File: config.mk
export PLATFORM = sky130hd
export DESIGN_NAME = demux14_stream
export DESIGN_NICKNAME = d
export VERILOG_FILES = /design/src/rtl/demux14_pkg.sv /design/src/rtl/demux14_chan.sv /design/src/rtl/demux14_stream.sv
export SDC_FILE = /design/constraint.sdc
export NUM_CORES = 1
export LEC_CHECK = 0
export CORE_ASPECT_RATIO = 1.5
export CORE_MARGIN = 4
export CORE_UTILIZATION = 47
export CTS_CLUSTER_DIAMETER = 100
export DETAILED_ROUTE_END_ITERATION = 8
export PLACE_DENSITY_LB_ADDON = 0.25
export SLEW_MARGIN = 10
export SYNTH_ARGS = -nofsm -noshare
export SYNTH_HDL_FRONTEND = slang
export SYNTH_SLANG_ARGS = --single-unit
export TNS_END_PERCENT = 20
File: constraint.sdc
create_clock -name clk -period 1.85 [get_ports clk]
set_input_delay 0.37 -clock clk [delete_from_list [all_inputs] [get_ports clk]]
set_output_delay 0.37 -clock clk [all_outputs]
set_load 0.01 [all_outputs]
File: src/rtl/demux14_pkg.sv
// demux14_pkg
// Shared constants and types for the 1-to-4 stream demultiplexer.
//   NCH          - number of output channels
//   SELW         - width of the channel select
//   chan_state_t - per-channel buffer state (EMPTY / FULL)
package demux14_pkg;

    localparam int NCH  = 4;
    localparam int SELW = 2;

    typedef enum logic {
        EMPTY = 1'b0,
        FULL  = 1'b1
    } chan_state_t;

endpackage

File: src/rtl/demux14_chan.sv
// demux14_chan
// One output channel of the demultiplexer: a one-entry buffer, its
// EMPTY/FULL state machine and a wrapping delivered-beat counter.
// Ports:
//   clk, rst   - clock, synchronous active-high reset
//   load       - the upstream beat is accepted into this channel this cycle
//   load_data  - payload to capture on load
//   valid      - buffer holds a beat (state FULL)
//   ready      - downstream consumer ready
//   data       - buffered payload
//   count      - number of beats delivered, modulo 2^CW
module demux14_chan
    import demux14_pkg::*;
#(
    parameter int DW = 8,
    parameter int CW = 8
) (
    input  logic          clk,
    input  logic          rst,
    input  logic          load,
    input  logic [DW-1:0] load_data,
    output logic          valid,
    input  logic          ready,
    output logic [DW-1:0] data,
    output logic [CW-1:0] count
);

    chan_state_t state;
    chan_state_t state_next;
    logic        deliver;

    assign deliver = valid & ready;

    // State register.
    // NOTE: sequential state uses non-blocking (<=) so every flop samples
    // the pre-edge values of its inputs, independent of statement order.
    always_ff @(posedge clk) begin
        if (rst) begin
            state <= EMPTY;
        end else begin
            state <= state_next;
        end
    end

    // Next-state logic. A load always leaves the channel FULL, even when the
    // current beat is being delivered in the same cycle (pass-through).
    always_comb begin
        // NOTE: assigning a default first keeps this block from inferring a
        // latch when no case arm writes state_next.
        state_next = state;
        unique case (state)
            EMPTY: if (load) state_next = FULL;
            FULL:  if (deliver && !load) state_next = EMPTY;
            default: state_next = EMPTY;
        endcase
    end

    // Output logic.
    always_comb begin
        valid = (state == FULL);
    end

    // Payload register only changes on load; the top only loads a FULL
    // channel when it is also delivering, so the data is held while stalled.
    always_ff @(posedge clk) begin
        // NOTE: the payload is a single register, not a memory array, so it
        // is cleared on reset to give a defined out_data after reset.
        if (rst) begin
            data <= '0;
        end else if (load) begin
            data <= load_data;
        end
    end

    always_ff @(posedge clk) begin
        if (rst) begin
            count <= '0;
        end else if (deliver) begin
            count <= count + CW'(1);
        end
    end

endmodule

File: src/rtl/demux14_stream.sv
// demux14_stream
// 1-to-4 valid/ready stream demultiplexer with one-entry buffer and a
// delivered-beat counter per channel. Beats are steered by in_sel and
// appear on the selected channel one cycle after acceptance.
// Ports:
//   clk, rst   - clock, synchronous active-high reset
//   in_valid   - upstream beat valid
//   in_ready   - upstream beat accepted this cycle (depends on in_sel only)
//   in_data    - upstream payload, DW bits
//   in_sel     - destination channel 0..3
//   out_valid  - per-channel valid, bit k = channel k
//   out_ready  - per-channel consumer ready, bit k = channel k
//   out_data   - per-channel payload, channel k at [k*DW +: DW]
//   ch_count   - per-channel delivered count, channel k at [k*CW +: CW]
module demux14_stream
    import demux14_pkg::*;
#(
    parameter int DW = 8,
    parameter int CW = 8
) (
    input  logic              clk,
    input  logic              rst,
    input  logic              in_valid,
    output logic              in_ready,
    input  logic [DW-1:0]     in_data,
    input  logic [SELW-1:0]   in_sel,
    output logic [NCH-1:0]    out_valid,
    input  logic [NCH-1:0]    out_ready,
    output logic [NCH*DW-1:0] out_data,
    output logic [NCH*CW-1:0] ch_count
);

    logic [NCH-1:0] load;

    // The addressed channel can take a beat if it is empty or draining this
    // cycle; other channels never influence in_ready.
    assign in_ready = ~out_valid[in_sel] | out_ready[in_sel];

    always_comb begin
        load         = '0;
        load[in_sel] = in_valid & in_ready;
    end

    for (genvar k = 0; k < NCH; k++) begin : g_chan
        demux14_chan #(
            .DW (DW),
            .CW (CW)
        ) u_chan (
            .clk       (clk),
            .rst       (rst),
            .load      (load[k]),
            .load_data (in_data),
            .valid     (out_valid[k]),
            .ready     (out_ready[k]),
            .data      (out_data[k*DW +: DW]),
            .count     (ch_count[k*CW +: CW])
        );
    end

endmodule

After elaboration in Yosys (flattened, before gate mapping):

Cells that the tools add are included.

* input port bits: 17
* flip-flop bits (word level): 68
* output and inout port bits: 69

* $lt $le $gt $ge: 2
* $add $sub $neg: 4
* bitwise operators: 12
* mux-type cells: 18
* reduce and logical (&&, ||, !) cells: 9

Operators with widths (count)
* $add 8x1->8 const B: 4
* $mux 1: 11
* $pmux 1 s2: 4
* $and 1x1->1: 5
* $logic_and 1x1->1: 5
* $not 1->1: 5
* $and 4x4->4: 1
* $bmux 1 s2: 2
* $logic_not 1->1: 4
* $lt 2x3->1 const B: 1
* $demux 1 s2: 1
* $ge 2x1->1 const B: 1
* $or 1x1->1: 1

Logic depth before layout (Yosys ltp):

Gate-level depths: netlist of the first run.

* depth in word-level cells: 10
* gate-level depth with buffers: 5
* gate-level depth less buffers: 4

By module:

A second synthesis of the first run with hierarchy kept.

* cells, all modules: 289
* area, all modules: 2728.9 µm²

By module, submodules not included
* demux14_chan: area an instance 656.9 µm², cells an instance 70, times used 4
* demux14_stream: area an instance 101.3 µm², cells an instance 9, times used 1

Worst setup path after synthesis of the first run:

Ideal clock, no wire load.

* path type: register to output
* start point: reg g_chan[2].u_chan.state
* end point: out in_ready
* arrival time: 1.263 ns
* data required time: 1.480 ns
* path buffers: 1
* cell stages (with the launch flop): 4
* setup slack: 0.217 ns
* cell sequence: dfxtp_1 -> or2b_1 -> buf_6 -> mux4_2

* cells in the longest elaborated chain, start to end: 4

Ends and longest elaborated chain
* from (decl): RTL line demux14_chan.sv:28 `chan_state_t state;`
* from (signal assigned): RTL line demux14_chan.sv:41 `state <= state_next;`
* $bmux 1 s2: RTL line demux14_stream.sv:37 `assign in_ready = ~out_valid[in_sel] | out_ready[in_sel];`
* $mux 1 (not written as such): RTL line demux14_stream.sv:37
* $not 1->1: RTL line demux14_stream.sv:37
* $or 1x1->1: RTL line demux14_stream.sv:37
* to (decl): RTL line demux14_stream.sv:24 `output logic in_ready,`

No other way between the ends. The select of a mux whose other input is x is not followed.

Final worst setup path of the first run:

Same ends and word-level chain as after synthesis.

==> impl_results.md, run 1 <==
- Status: complete, but fails checks
- Violated checks: setup timing
- Final std cells w/o fill: 513
- Maximum net fanout on the critical path: 2
- First-pass GRT wire length: 12700 um
- Vias in the first global route: 2722
- Worst Setup End Kind: output port
- RSZ-0062 raised after global routing: yes
- Leak pwr: 1.43 nW
- Iter 0 DRT Violations: approximately 180
- WL per Instance: 15.2 um
- Clock sink total: between 60 and 70
- Nets: 457
- PwrDens: 705 nW/um2
- Vias/cell: between 5 and 6
- DR vias: 2879
- Fin util: 0.702
- YS warnings: 0
- Setup Viol. Count Final: 1
- Crit-path cells: or2b_1 -> mux4_2 -> buf_6
- Worst Hold End: g_chan[3].u_chan.count[0]
- Post-route ant nets: 0
- Post-synth ARST share: 0
- Largest net degree at the start of global routing: 53
- Post-synthesis sequential area ratio: 0.473
- RD Place Congestion: 0.875
- #FFs+latches synth: 68
- Fmax: around 530 MHz
- Crit share post-route: 1.03
- Die Area: 7470 um2
- Worst-skew pair later-pin latency: 0.34 ns
- Initial antenna violation count: 0
- Fin. max-slew vios: 0
- H-tree lvl count: 3
- Remaining DRCs: 0
- Maxcap violations: 0
- Synthesized cell area: 2880 um2
- Clock skew: 0.00764 ns
- Crit start category: register
- Slew margin rel.: 0.761
- Hold Crit Start: rst
- Height of the die: 104 um
- CTS buffer count: 9
- Final hold violation count: 0
- Inst Count DP: roughly 500
- Cell taking the most area after synthesis: dfxtp_1
- Cell variety after synth: 34
- Io pins: 86
- Top cells by area, synth: dfxtp_1 47%, a21oi_1 10%, nand3_1 7.8%
- Delay-heaviest family, CP: multiplexers
- CP arrival: 1.53 ns
- Clock Pin Slew Worst Setup and Hold Paths: 0.07 ns
- Root buf cell: clkbuf_8
- Cells on worst reg2reg path: 4
- Dominant synthesized flop cell: dfxtp_1
- Crit Path Class: register to output port
- Starting Density: 0.490
- Number of synthesized flops with an enable pin: 0
- Delay of the slowest cell on the worst path: 0.47 ns
- Core area: 5870 um2
- Grt total ovfl: 0
- Hold-critical path depth: 2
- Width of the die: about 70 um
- Worst hold path class: input pin to register
- R2r startpoint: g_chan[0].u_chan.valid
- R2R setup slack: 0.44 ns
- Share of layout cells above drive strength 1: 0.127
- CTS tree: done
- Max IR drop VDD: 0.000435 V
- Area Growth Syn to Fin: 43.2%
- Worst setup startpoint: g_chan[2].u_chan.valid
- GRT Overall Usage: 0.210
- Share of the synthesized area in the top cell type: 0.473
- Worst Path Required: 1.48 ns
- Slowest CP cell: mux4_2
- Syn nets: 357
- Total wire length: 7770 um
- CTS Buffer Depth: 2
- Least-Margin Pin Slew: 0.359 ns
- Reg-to-Reg End: g_chan[0].u_chan.count[7]
- Drt first pass iters: 5
- Tmin final: 1.90 ns
- HPWL Detailed: 5640 um
- Port Buffers: 85
- Hold slack: 0.410 ns
- Filler instances: 493
- Crit path buffers/inverters: 1
- Placement row count: 34
- Syn avg cell area: 8.57 um2
- Cts hold-fix bufs: 0
- Final worst slack: -0.0468 ns
- Post-synthesis cell count: 336
- # diodes: 0
power by group:
group / internal (mW) / leakage [nW] / switching, mW
sequential: 1.49 / 0.551 / 0.0194
clock: 0.589 / 0.0982 / 0.539
combinational: 0.131 / 0.777 / 0.136
worst max-delay path by stage:
stage,endpoint,depth (start not counted)
detailed placement,in_ready,4
floorplan,in_ready,3
global placement,in_ready,4
finish,in_ready,3
CTS,in_ready,3
global route,in_ready,3
Yosys cell counts, types with 2 or more instances:
library cell	instances
dfxtp_1	68
o21ai_0	36
buf_2	3
ha_1	4
and3b_1	2
nand4_2	3
nand3_1	45
nor2b_1	4
xnor2_1	3
inv_1	7
buf_4	4
or4_1	8
a21oi_1	59
nand4_1	8
xor2_1	5
nor2_1	10
nand2_1	13
clkbuf_1	12
nand3b_1	2
o21ai_1	7
o31ai_1	8
or3_1	11
nand2b_1	3
cells by family after synthesis:
logic type	share of synthesized area
AO/OA/AOI/OAI	0.198
XOR/XNOR	0.0243
adder cells (fa/ha/maj)	0.0174
buffers and inverters	0.0474
flip-flops	0.473
multiplexers	0.0117
AND/OR/NAND/NOR	0.228
timing repair:
item	4_1_cts	5_1_grt
buffers inserted	1	1
resized for setup	14	2
endpoints found under the setup margin	1	3
sequential cells by signal, summed over array words and instances (netlist names):
name,flops
g_chan.u_chan.count,32
g_chan.u_chan.data,32
g_chan.u_chan.valid,4
worst register-to-register path, cell delays in order, from the launching register on:
cell	delay, ns
dfxtp_1	0.38
buf_4	0.17
nand4_2	0.16
or4_1	0.50
a21oi_1	0.14
stage by stage:
stage          setup TNS (ns)  area (um2)  worst slack (ns)  power [mW]
3_5_place_dp            -1.04        3900            -0.540        1.81
4_1_cts               -0.0565        4110           -0.0565        2.93
2_1_floorplan               0        2880             0.217        1.65
6_report              -0.0468        4120           -0.0468        2.91
3_3_place_gp           -0.725        3900            -0.539        1.80
5_1_grt               -0.0751        4120           -0.0751        3.01
area by class of cell:
type | count | area (um2) | area share
flip-flops and latches | 68 | 1360 | 0.331
inverters | 7 | 26.3 | 0.00637
multi-input cells | 239 | 1400 | 0.341
clock buffers | 12 | 165 | 0.0401
repair buffers | 111 | 1050 | 0.255
well taps | 72 | 90.1 | 0.0219
clock inverters | 4 | 22.5 | 0.00546
per-layer routing:
| metal | global-route usage | share of wire |
|---|---|---|
| met1 | 0.255 | 0.41 |
| met4 | 0.0806 | 0.013 |
| met5 | 0 | 0 |
| met2 | 0.352 | 0.52 |
| met3 | 0.0484 | 0.062 |
cells in the final DEF, fill, tap and decap left out, types with 3 or more instances in the layout:
master / n
xor2_1: 5
xnor2_1: 3
a21oi_1: 59
nand4_2: 3
ha_1: 4
dlygate4sd2_1: 5
nand2b_4: 3
dfxtp_1: 66
clkbuf_8: 12
or3_1: 11
nor2_1: 10
or4_1: 8
clkinv_2: 3
o31ai_1: 8
nand4_1: 8
buf_4: 25
nand3_1: 45
nand2_1: 13
clkdlybuf4s50_1: 77
nor2b_1: 4
o21ai_0: 36
inv_1: 7
o21ai_1: 7
Power figures use the tool's default switching activity.
==> inputs of run 2 (changes only) <==
--- a/config.mk
+++ b/config.mk
@@ -7,10 +7,10 @@
 export LEC_CHECK = 0
 export CORE_ASPECT_RATIO = 1.5
 export CORE_MARGIN = 4
-export CORE_UTILIZATION = 47
+export CORE_UTILIZATION = 30
 export CTS_CLUSTER_DIAMETER = 100
 export DETAILED_ROUTE_END_ITERATION = 8
-export PLACE_DENSITY_LB_ADDON = 0.25
+export PLACE_DENSITY_LB_ADDON = 0.15
 export SLEW_MARGIN = 10
 export SYNTH_ARGS = -nofsm -noshare
 export SYNTH_HDL_FRONTEND = slang
==> constraint.sdc (replaced) <==
create_clock -name clk -period 1.8 [get_ports clk]
set_input_delay 0.36 -clock clk [delete_from_list [all_inputs] [get_ports clk]]
set_output_delay 0.36 -clock clk [all_outputs]
set_load 0.01 [all_outputs]
==> run 2 against run 1 <==
- the flow still finishes with violations (setup timing)
- global-route usage down 6.4 points
- non-clock buffer count down 2
- sequential power up 3%
- count of clock-buffer cells in the layout down 1
- critical path type is now input pin to output port
- critical endpoint unchanged
- highest routed layer unchanged
==> impl_results.md, run 2 (synthesis results as in run 1) <==
- Most frequent cells in the layout: 77 x clkdlybuf4s50_1, 66 x dfxtp_1, 59 x a21oi_1
- Nets: 455 (-0.44%)
- Delay of the slowest cell on the worst path: 0.52 ns (+0.05 ns)
- Clock sink total: 68 (unchanged)
- Met1 wire length: 3510 um (+11%)
- Worst Path Required: 1.44 ns (-0.04 ns)
- First-pass GRT wire length: 12700 um (+0.22%)
- Hold slack: 0.423 ns (+0.0124 ns)
- Crit Path Class: input pin to output port
- Width of the die: 88.0 um (+22%)
- Inst Count DP: 534 (+7.9%)
- WL per Instance: 14.6 um (-3.9%)
- Met3 WL: 528 um (+9.1%)
- Placement row count: 43 (+26%)
- RD Place Congestion: 0.764 (-13%)
- Core area: 9310 um2 (+59%)
- Vias in the first global route: 2647 (-2.8%)
- Least-Margin Pin Slew: 0.471 ns (+0.112 ns)
- Die Area: 11300 um2 (+51%)
- # diodes: 0 (unchanged)
- DR vias: 2833 (-1.6%)
- Final hold violation count: 0 (unchanged)
- Fmax: 531 MHz
- Port Buffers: 85 (unchanged)
- HPWL Detailed: 5660 um (+0.43%)
- Io pins: 86 (unchanged)
- Largest net degree at the start of global routing: 53 (unchanged)
- CTS tree: done
- Worst-skew pair later-pin latency: 0.32 ns (-0.02 ns)
- Final worst slack: -0.0825 ns (-0.0357 ns)
- Finished Cell Area: 4260 um2 (+3.3%)
- Initial antenna violation count: 0 (unchanged)
- H-tree lvl count: 3 (unchanged)
- Height of the die: 128 um (+23%)
- Fin. max-slew vios: 0 (unchanged)
- Maximum net fanout on the critical path: 2 (unchanged)
- Setup WS pre-CTS: -0.574 ns (-0.0331 ns)
- Drt first pass iters: 4 (-1)
- Area Growth Syn to Fin: 47.9%
- Crit start category: input pin
- Post-route ant nets: 0 (unchanged)
- Most common cell after layout, fill and taps aside: clkdlybuf4s50_1
- Vias/cell: 5.14 (-8.4%)
- Clock Pin Slew Worst Setup and Hold Paths: 0.05 ns (-0.02 ns)
- Remaining DRCs: 0 (unchanged)
- Max IR drop VDD: 0.000473 V (+8.7%)
- Area after DPL: 3940 um2 (+1.1%)
- Tmin final: 1.88 ns
- Fin util: 0.458 (-0.245)
- Met2 WL: 3740 um (-7.3%)
- Violated checks: setup timing
- Setup Viol. Count Final: 1 (unchanged)
- Cts hold-fix bufs: 0 (unchanged)
- Worst Setup End Kind: output port
- Iter 0 DRT Violations: 97 (-45%)
- Maxcap violations: 0 (unchanged)
- CP arrival: 1.52 ns (about the same)
- GRT Overall Usage: 0.145 (-0.0642)
- Top layer in use: met4
- Root buf cell: clkbuf_16
- Leak pwr: 1.48 nW (+3.4%)
- RSZ-0062 raised after global routing: yes
- Share of layout cells above drive strength 1: 0.118 (-0.00853)
- Grt total ovfl: 0 (unchanged)
- Slowest CP cell: mux4_2
- CTS buffer count: 9 (unchanged)
- Total wire length: 8020 um (+3.2%)
- Status: complete, but fails checks
- Crit share post-route: 1.05
- Slew margin rel.: 0.685 (-0.0755)
- Final std cells w/o fill: 551 (+7.4%)
- Starting Density: 0.309 (-0.181)
- Crit-path cells: clkdlybuf4s50_1 -> mux4_2 -> buf_6
- CTS Buffer Depth: 2 (unchanged)
- PwrDens: 828 nW/um2 (+17%)
- Worst hold path class: input pin to register
- Clock skew: 0.00209 ns (-0.00555 ns)
==> run 2: layout make-up <==
type | count | area, um2
clock buffers | 11 | 233
clock inverters | 5 | 52.6
fillers | 929 | 5050
inverters | 7 | 26.3
multi-input cells | 239 | 1400
flip-flops and latches | 68 | 1360
well taps | 112 | 140
repair buffers | 109 | 1040
==> run 2: worst max-delay path: cells and delay by family <==
| family | cells | cell delay, ns |
|---|---|---|
| buffers and inverters | 2 | 0.65 |
| muxes | 1 | 0.52 |
==> run 2: where the power goes <==
group          switching [mW]  leakage, nW  internal [mW]
logic                   0.141        0.785          0.134
registers              0.0191        0.551           1.54
clock network           0.633        0.139           1.06
==> run 2: timing repair <==
action	in CTS	in global routing
buffers inserted	0	1
hold endpoints to repair	0	0
pin swaps	0	0
setup endpoints to repair	1	4
resized for setup	14	3
==> run 2: stage by stage <==
step           power (mW)  TNS, ns
5_1_grt              3.66   -0.145
6_report             3.53  -0.0825
3_5_place_dp         1.86    -1.56
2_1_floorplan        1.70        0
4_1_cts              3.59  -0.0926
3_3_place_gp         1.86    -1.45
==> run 2: per-layer routing <==
metal,vias to the layer above,GRT usage
met3,16,0.0379
li1,1419,-
met5,-,0
met1,1315,0.180
met2,83,0.221
met4,0,0.0921
==> run 2: path summary, 6_finish.rpt <==
| path | startpoint | to | slack (ns) | depth (start not counted) |
|---|---|---|---|---|
| max | in_sel[1] | in_ready | -0.08 | 3 |
| min | rst | g_chan[1].u_chan.count[0] | 0.42 | 2 |
| max reg2reg | g_chan[3].u_chan.valid | g_chan[3].u_chan.count[5] | 0.44 | 4 |
| min reg2reg | g_chan[2].u_chan.data[2] | g_chan[2].u_chan.data[2] | 0.47 | 2 |
